### config.mk
export PLATFORM = sky130hd
export DESIGN_NAME = pcie_read_engine
export DESIGN_NICKNAME = d
export VERILOG_FILES = /design/src/rtl/pcie_read_engine_pkg.sv /design/src/rtl/pcie_read_engine_fifo.sv /design/src/rtl/pcie_read_engine.sv
export SDC_FILE = /design/constraint.sdc
export NUM_CORES = 1
export LEC_CHECK = 0
export ABC_AREA = 1
export CAP_MARGIN = 30
export CELL_PAD_IN_SITES_DETAIL_PLACEMENT = 1
export CELL_PAD_IN_SITES_GLOBAL_PLACEMENT = 2
export CORE_MARGIN = 3
export CORE_UTILIZATION = 32
export CTS_BUF_LIST = sky130_fd_sc_hd__clkbuf_4 sky130_fd_sc_hd__clkbuf_8
export DETAILED_ROUTE_END_ITERATION = 16
export GPL_ROUTABILITY_DRIVEN = 1
export HOLD_SLACK_MARGIN = 0.1
export PLACE_DENSITY_LB_ADDON = 0.15
export SLEW_MARGIN = 0
export SYNTH_ARGS = -nofsm -noshare
export SYNTH_HDL_FRONTEND = slang
export SYNTH_SLANG_ARGS = --single-unit
export TNS_END_PERCENT = 10
### constraint.sdc
create_clock -name clk_i -period 2.91 [get_ports clk_i]
set_clock_uncertainty 0.1 [all_clocks]
set_input_delay 0.7275 -clock clk_i [delete_from_list [all_inputs] [get_ports clk_i]]
set_output_delay 0.7275 -clock clk_i [all_outputs]
set_load 0.01 [all_outputs]
### src/rtl/pcie_read_engine_pkg.sv
// Shared types and width helpers for the multi-channel PCIe RAM read engine.
package pcie_rd_pkg;

    localparam int CH_W_MAX = 3;

    typedef enum logic [1:0] {
        CH_IDLE  = 2'd0,
        CH_ISSUE = 2'd1,
        CH_DRAIN = 2'd2
    } ch_state_e;

    typedef struct packed {
        logic [CH_W_MAX-1:0] ch;
        logic                last;
    } rd_tag_t;

    localparam int TAG_W = $bits(rd_tag_t);

    // Channel-id width, never narrower than one bit.
    function automatic int id_width(input int n);
        return (n > 1) ? $clog2(n) : 1;
    endfunction

endpackage

### src/rtl/pcie_read_engine_fifo.sv
// Synchronous FIFO with registered storage and occupancy count; output is
// forced to zero while empty so downstream never sees stale entries.
module rd_sync_fifo #(
    parameter  int WIDTH = 8,
    parameter  int DEPTH = 4,
    localparam int PTR_W = $clog2(DEPTH),
    localparam int CNT_W = PTR_W + 1
) (
    input  logic             clk_i,
    input  logic             rst_i,
    input  logic             push_i,
    input  logic [WIDTH-1:0] push_data_i,
    input  logic             pop_i,
    output logic [WIDTH-1:0] pop_data_o,
    output logic [CNT_W-1:0] count_o
);

    logic [WIDTH-1:0] mem_q [DEPTH];
    logic [PTR_W-1:0] wr_ptr_q, rd_ptr_q;
    logic [CNT_W-1:0] count_q;
    logic             empty, full, do_push, do_pop;

    assign empty   = (count_q == '0);
    assign full    = (count_q == CNT_W'(DEPTH));
    assign do_pop  = pop_i & ~empty;
    // A simultaneous pop makes room, so a push on a full FIFO is still taken.
    assign do_push = push_i & (~full | do_pop);

    always_ff @(posedge clk_i or posedge rst_i) begin
        if (rst_i) begin
            wr_ptr_q <= '0;
            rd_ptr_q <= '0;
            count_q  <= '0;
        end else begin
            if (do_push) wr_ptr_q <= wr_ptr_q + PTR_W'(1);
            if (do_pop)  rd_ptr_q <= rd_ptr_q + PTR_W'(1);
            count_q <= count_q + CNT_W'(do_push) - CNT_W'(do_pop);
        end
    end

    always_ff @(posedge clk_i) begin
        if (do_push) mem_q[wr_ptr_q] <= push_data_i;
    end

    assign pop_data_o = empty ? '0 : mem_q[rd_ptr_q];
    assign count_o    = count_q;

endmodule

### src/rtl/pcie_read_engine.sv
// Multi-channel RAM read engine: per-channel descriptor FSMs, round-robin
// issue with credit flow control, in-order return tagging and output stream.
module pcie_read_engine
    import pcie_rd_pkg::*;
#(
    parameter  int DATA_W     = 32,
    parameter  int ADDR_W     = 11,
    parameter  int NUM_CH     = 2,
    parameter  int FIFO_DEPTH = 4,
    parameter  int LEN_W      = ADDR_W + 1,
    localparam int CH_W       = id_width(NUM_CH)
) (
    input  logic                     clk_i,
    input  logic                     rst_i,
    input  logic                     enable_i,
    input  logic [NUM_CH-1:0]        ch_start_i,
    input  logic [NUM_CH*ADDR_W-1:0] ch_base_i,
    input  logic [NUM_CH*LEN_W-1:0]  ch_len_i,
    output logic [NUM_CH-1:0]        ch_busy_o,
    output logic [NUM_CH-1:0]        ch_done_o,
    output logic                     ram_rd_en_o,
    output logic [ADDR_W-1:0]        ram_addr_o,
    input  logic [DATA_W-1:0]        ram_data_i,
    input  logic                     ram_valid_i,
    output logic [DATA_W-1:0]        out_data_o,
    output logic [CH_W-1:0]          out_ch_o,
    output logic                     out_last_o,
    output logic                     out_valid_o,
    input  logic                     out_ready_i,
    output logic                     err_o
);

    localparam int CNT_W = $clog2(FIFO_DEPTH) + 1;

    ch_state_e          state_q [NUM_CH];
    logic [ADDR_W-1:0]  addr_q  [NUM_CH];
    logic [LEN_W-1:0]   rem_q   [NUM_CH];
    logic [NUM_CH-1:0]  done_q;
    logic [CH_W-1:0]    rr_ptr_q;
    logic               err_q;

    logic [NUM_CH-1:0]  issue_req;
    logic [CH_W-1:0]    grant_ch, idx;
    logic               grant_vld, grant_last, credit_ok, issue;
    logic [CNT_W-1:0]   outstanding, fifo_count;
    logic               ret_push, out_accept, tag_unused;
    rd_tag_t            issue_tag, out_tag;
    logic [TAG_W-1:0]   ret_tag;
    logic [DATA_W+TAG_W-1:0] out_word;

    always_comb begin
        for (int i = 0; i < NUM_CH; i++) issue_req[i] = (state_q[i] == CH_ISSUE);
    end

    always_comb begin
        grant_vld = 1'b0;
        grant_ch  = '0;
        idx       = '0;
        for (int k = 0; k < NUM_CH; k++) begin
            idx = CH_W'((int'(rr_ptr_q) + k) % NUM_CH);
            if (!grant_vld && issue_req[idx]) begin
                grant_vld = 1'b1;
                grant_ch  = idx;
            end
        end
    end

    // Reads in flight plus words already buffered must fit in the return FIFO.
    assign credit_ok  = ({1'b0, outstanding} + {1'b0, fifo_count}) < (CNT_W + 1)'(FIFO_DEPTH);
    assign issue      = enable_i & credit_ok & grant_vld;
    assign grant_last = (rem_q[grant_ch] == LEN_W'(1));

    assign issue_tag.ch   = CH_W_MAX'(grant_ch);
    assign issue_tag.last = grant_last;

    assign ram_rd_en_o = issue;
    assign ram_addr_o  = issue ? addr_q[grant_ch] : '0;

    assign ret_push   = ram_valid_i & (outstanding != '0);
    assign out_valid_o = (fifo_count != '0);
    assign out_accept = out_valid_o & out_ready_i;

    rd_sync_fifo #(.WIDTH(TAG_W), .DEPTH(FIFO_DEPTH)) u_tag_fifo (
        .clk_i       (clk_i),
        .rst_i       (rst_i),
        .push_i      (issue),
        .push_data_i (issue_tag),
        .pop_i       (ret_push),
        .pop_data_o  (ret_tag),
        .count_o     (outstanding)
    );

    rd_sync_fifo #(.WIDTH(DATA_W + TAG_W), .DEPTH(FIFO_DEPTH)) u_data_fifo (
        .clk_i       (clk_i),
        .rst_i       (rst_i),
        .push_i      (ret_push),
        .push_data_i ({ram_data_i, ret_tag}),
        .pop_i       (out_accept),
        .pop_data_o  (out_word),
        .count_o     (fifo_count)
    );

    assign out_tag    = rd_tag_t'(out_word[TAG_W-1:0]);
    assign out_data_o = out_word[DATA_W+TAG_W-1:TAG_W];
    assign out_ch_o   = out_tag.ch[CH_W-1:0];
    assign out_last_o = out_tag.last;
    assign tag_unused = ^out_tag.ch;

    always_ff @(posedge clk_i or posedge rst_i) begin
        if (rst_i) begin
            for (int i = 0; i < NUM_CH; i++) begin
                state_q[i] <= CH_IDLE;
                addr_q[i]  <= '0;
                rem_q[i]   <= '0;
            end
            done_q   <= '0;
            rr_ptr_q <= '0;
            err_q    <= 1'b0;
        end else begin
            done_q <= '0;
            if (issue) rr_ptr_q <= (grant_ch == CH_W'(NUM_CH - 1)) ? '0 : grant_ch + CH_W'(1);
            if (ram_valid_i && outstanding == '0) err_q <= 1'b1;
            for (int i = 0; i < NUM_CH; i++) begin
                case (state_q[i])
                    CH_IDLE: if (ch_start_i[i]) begin
                        if (ch_len_i[i*LEN_W +: LEN_W] == '0) begin
                            done_q[i] <= 1'b1;
                        end else begin
                            state_q[i] <= CH_ISSUE;
                            addr_q[i]  <= ch_base_i[i*ADDR_W +: ADDR_W];
                            rem_q[i]   <= ch_len_i[i*LEN_W +: LEN_W];
                        end
                    end
                    CH_ISSUE: if (issue && grant_ch == CH_W'(i)) begin
                        addr_q[i] <= addr_q[i] + ADDR_W'(1);
                        rem_q[i]  <= rem_q[i] - LEN_W'(1);
                        if (rem_q[i] == LEN_W'(1)) state_q[i] <= CH_DRAIN;
                    end
                    CH_DRAIN: if (out_accept && out_last_o && out_ch_o == CH_W'(i)) begin
                        state_q[i] <= CH_IDLE;
                        done_q[i]  <= 1'b1;
                    end
                    default: state_q[i] <= CH_IDLE;
                endcase
            end
        end
    end

    always_comb begin
        for (int i = 0; i < NUM_CH; i++) ch_busy_o[i] = (state_q[i] != CH_IDLE);
    end

    assign ch_done_o = done_q;
    assign err_o     = err_q;

endmodule

==> results of run 1 <==
[cell usage after synthesis (13+ instances only)]
cell      count
a21oi_1      44
clkbuf_1     27
dfrtp_1      68
edfxtp_1    144
ha_1         20
inv_1        90
nand2_1     241
nand3_1      58
nand4_1      13
nor2_1      215
o21ai_0     106
o21ai_1      19
[state kept, by name (all words and copies together) (netlist names)]
name and flops:
u_data_fifo.mem_q 136, rem_q 24, addr_q 22, u_tag_fifo.rd_ptr_q 2
ch_done_o 2, err_o 1, u_data_fifo.count_o 3, u_tag_fifo.mem_q 8
u_data_fifo.wr_ptr_q 2, u_tag_fifo.count_o 3, state_q 4, u_data_fifo.rd_ptr_q 2
u_tag_fifo.wr_ptr_q 2, rr_ptr_q 1
[kinds of logic (layout without fill, tap and decap cells)]
family | after synthesis | count (layout) | synth area share
fa+ha+maj | 22 | 22 | 0.02800
simple gates | 556 | 558 | 0.2232
xor+xnor | 16 | 16 | 0.01351
mux | 4 | 4 | 0.003862
buf+inv | 142 | 359 | 0.05587
compound gates | 188 | 188 | 0.09437
flops | 212 | 212 | 0.5812
[worst max-delay path by stage]
stage,from,end,slack [ns],cells past startpoint
5_1_grt,u_tag_fifo.count_o[2],ram_addr_o[9],-0.19,9
3_3_place_gp,enable_i,ram_addr_o[4],-0.50,9
3_5_place_dp,enable_i,ram_addr_o[3],-0.54,9
6_report,enable_i,ram_addr_o[3],-0.03,10
4_1_cts,u_tag_fifo.count_o[2],ram_addr_o[0],-0.18,8
2_1_floorplan,ram_valid_i,u_data_fifo.mem_q[0][0],-0.17,4
[metrics by stage]
stage / total power [uW] / setup slack [ns]
6_report: 14280 / -0.03315
5_1_grt: 15600 / -0.1861
4_1_cts: 14520 / -0.1834
3_5_place_dp: 11710 / -0.5415
3_3_place_gp: 11570 / -0.5008
2_1_floorplan: 8631 / -0.1709
[timing repair]
action,in CTS,in global routing
gates resized for setup,95,17
hold buffers,0,0
cloned,3,0
setup endpoints to repair,46,22
setup buffers,0,2
pin swaps,0,2
[critical path, cell delays in order]
cell             delay, ns
clkdlybuf4s50_1       0.46
inv_1                 0.04
nor2_1                0.08
nand2_1               0.07
nor2_2                0.09
buf_6                 0.16
buf_6                 0.12
nand3_4               0.10
o22ai_2               0.12
buf_2                 0.15
[report_power, final]
| group | leakage, uW | internal, uW | switching [uW] | total [uW] |
|---|---|---|---|---|
| Sequential | 0.00216 | 4150 | 540 | 4690 |
| Clock | 0.000422 | 1640 | 1260 | 2890 |
| Combinational | 0.00300 | 2640 | 4060 | 6690 |
[layer usage]
layer / vias up / GRT usage
met5: - / 0
met4: 2 / 0.03843
met3: 35 / 0.03127
met2: 148 / 0.3039
met1: 3974 / 0.2182
li1: 4180 / -
[layout make-up]
class	instances	area, sq um	share of cell area
Multi-Input combinational cell	788	3906	0.2898
Timing Repair Buffer	186	1863	0.1382
Inverter	100	386.6	0.02868
Sequential cell	212	6027	0.4471
Clock buffer	53	648.1	0.04808
Tap cell	402	503.0	0.03732
Clock inverter	20	145.1	0.01077
==> reports/metrics.cfg, run 1 <==
[place]
place_inst=1683
place_hpwl_um=20200
gp_congestion=0.7608
place_area_sq_um=12610
io_buffers=136

[synth]
syn_area_sq_um=10370
synth-seq-cells=212
yosysUniqueCellTypes=42
synth-edff-count=144
avgSynthCellArea_sq_um=9.095
ys_warn_count=0
async_flop_share=0.3208
ys_seq_area_frac=0.5812
synthCells=1140
ys_top_cells_by_area=edfxtp_1 (42%), dfrtp_1 (16%), nand2_1 (8.7%), nor2_1 (7.8%), o21ai_0 (5.1%)
synth_fp_nets=1247
synthFlopType=edfxtp_1
yosys.area.top_type=edfxtp_1
synth_top_area_share=0.4170

[power]
irDropWorstVdd_mv=0.4456
power.leakage_uw=0.005587
power.density_nw_per_um2=1059

[min_path]
worstHoldPathType=flop to flop
holdCritStartpoint=rem_q[1]
hold_end=rem_q[1]
holdPathStages=2

[cells_and_area]
final_cell_mix=nand2_1 (239), nor2_1 (210), edfxtp_1 (144)
area_delta_synth_final_pct=30.00
final_common_cell=nand2_1
fin_util=0.4250
instances_no_fill=1761
drive_gt1_frac=0.1295
final_area_sq_um=13480
nFillCells=3653
nNetsFinal=1435
diodes=0

[timing]
fin_hold_ws_ns=0.3895
rsz0062_at_grt=yes
layout_worst_path_cycle_share=1.011
hold_violations=0
relSlewSlack=0.6530
post-route-min-period_ns=2.943
slew_viol_final=0
setup_tns_ns=-0.1029
max_freq_mhz=339.8
tightestPinTransition_ns=0.5151
finalSetupViolations=5
timing.final.ws_setup_ns=-0.03315

[floorplanning]
core-area_sq_um=31720
die_x_um=186.0
initial_core_util=0.3269
die_area_sq_um=34600
ioPinCount=137
core.rowCount=65
die-height_um=186.0

[clocking]
cts_inserted_buffers=40
clkLatencyLatePin_ns=0.54
clkTransAtPathRegs_ns=0.06
cts_tree=done
cts_root_buffer=clkbuf_8
cts.htree.levels=2
cts_buffer_depth=3
numClockSinks=212

[critical_path]
worst_setup_path_end_kind=output port
rr_startpoint=u_tag_fifo.count_o[2]
cp.required_ns=2.08
reg2reg_to=u_tag_fifo.count_o[2]
arrival_ns=2.12
worst_setup_path_start_kind=input pin
cp_max_fo=5
critPathKind=input pin to output port
worst-r2r-setup-slack_ns=0.49
r2r_cells=14

[routing]
avgViaCountPerCell=4.735
drc=0
avgRoutedWirePerCell_um=16.63
drt_first_pass_iters=4
dr_wl_met2_um=14490
met3_length_um=1213
top_layer_used=met5
drt_iter0_markers=444
drt-total-wl_um=29280
vias=8339
drtAntennaViolNets=0
met1_length_um=13150

[global_routing]
grtUsageTotal=0.1712
grt_max_degree=39
first_global_vias=8631
grt_antenna_before_repair=1
grt_pass1_wl_um=46790
globalRouteOverflowTotal=0

[outcome]
run_status=finished, violations left
failed_checks=setup timing

[run]
maxCapViolCount=0

Note: power is estimated with default switching activity, not from simulation.
==> inputs of run 2 (changes only) <==
Settings changed: SLEW_MARGIN 0 to 10.
==> results of run 2 <==
The final DEF is identical to that of run 1; final timing and power are the same.
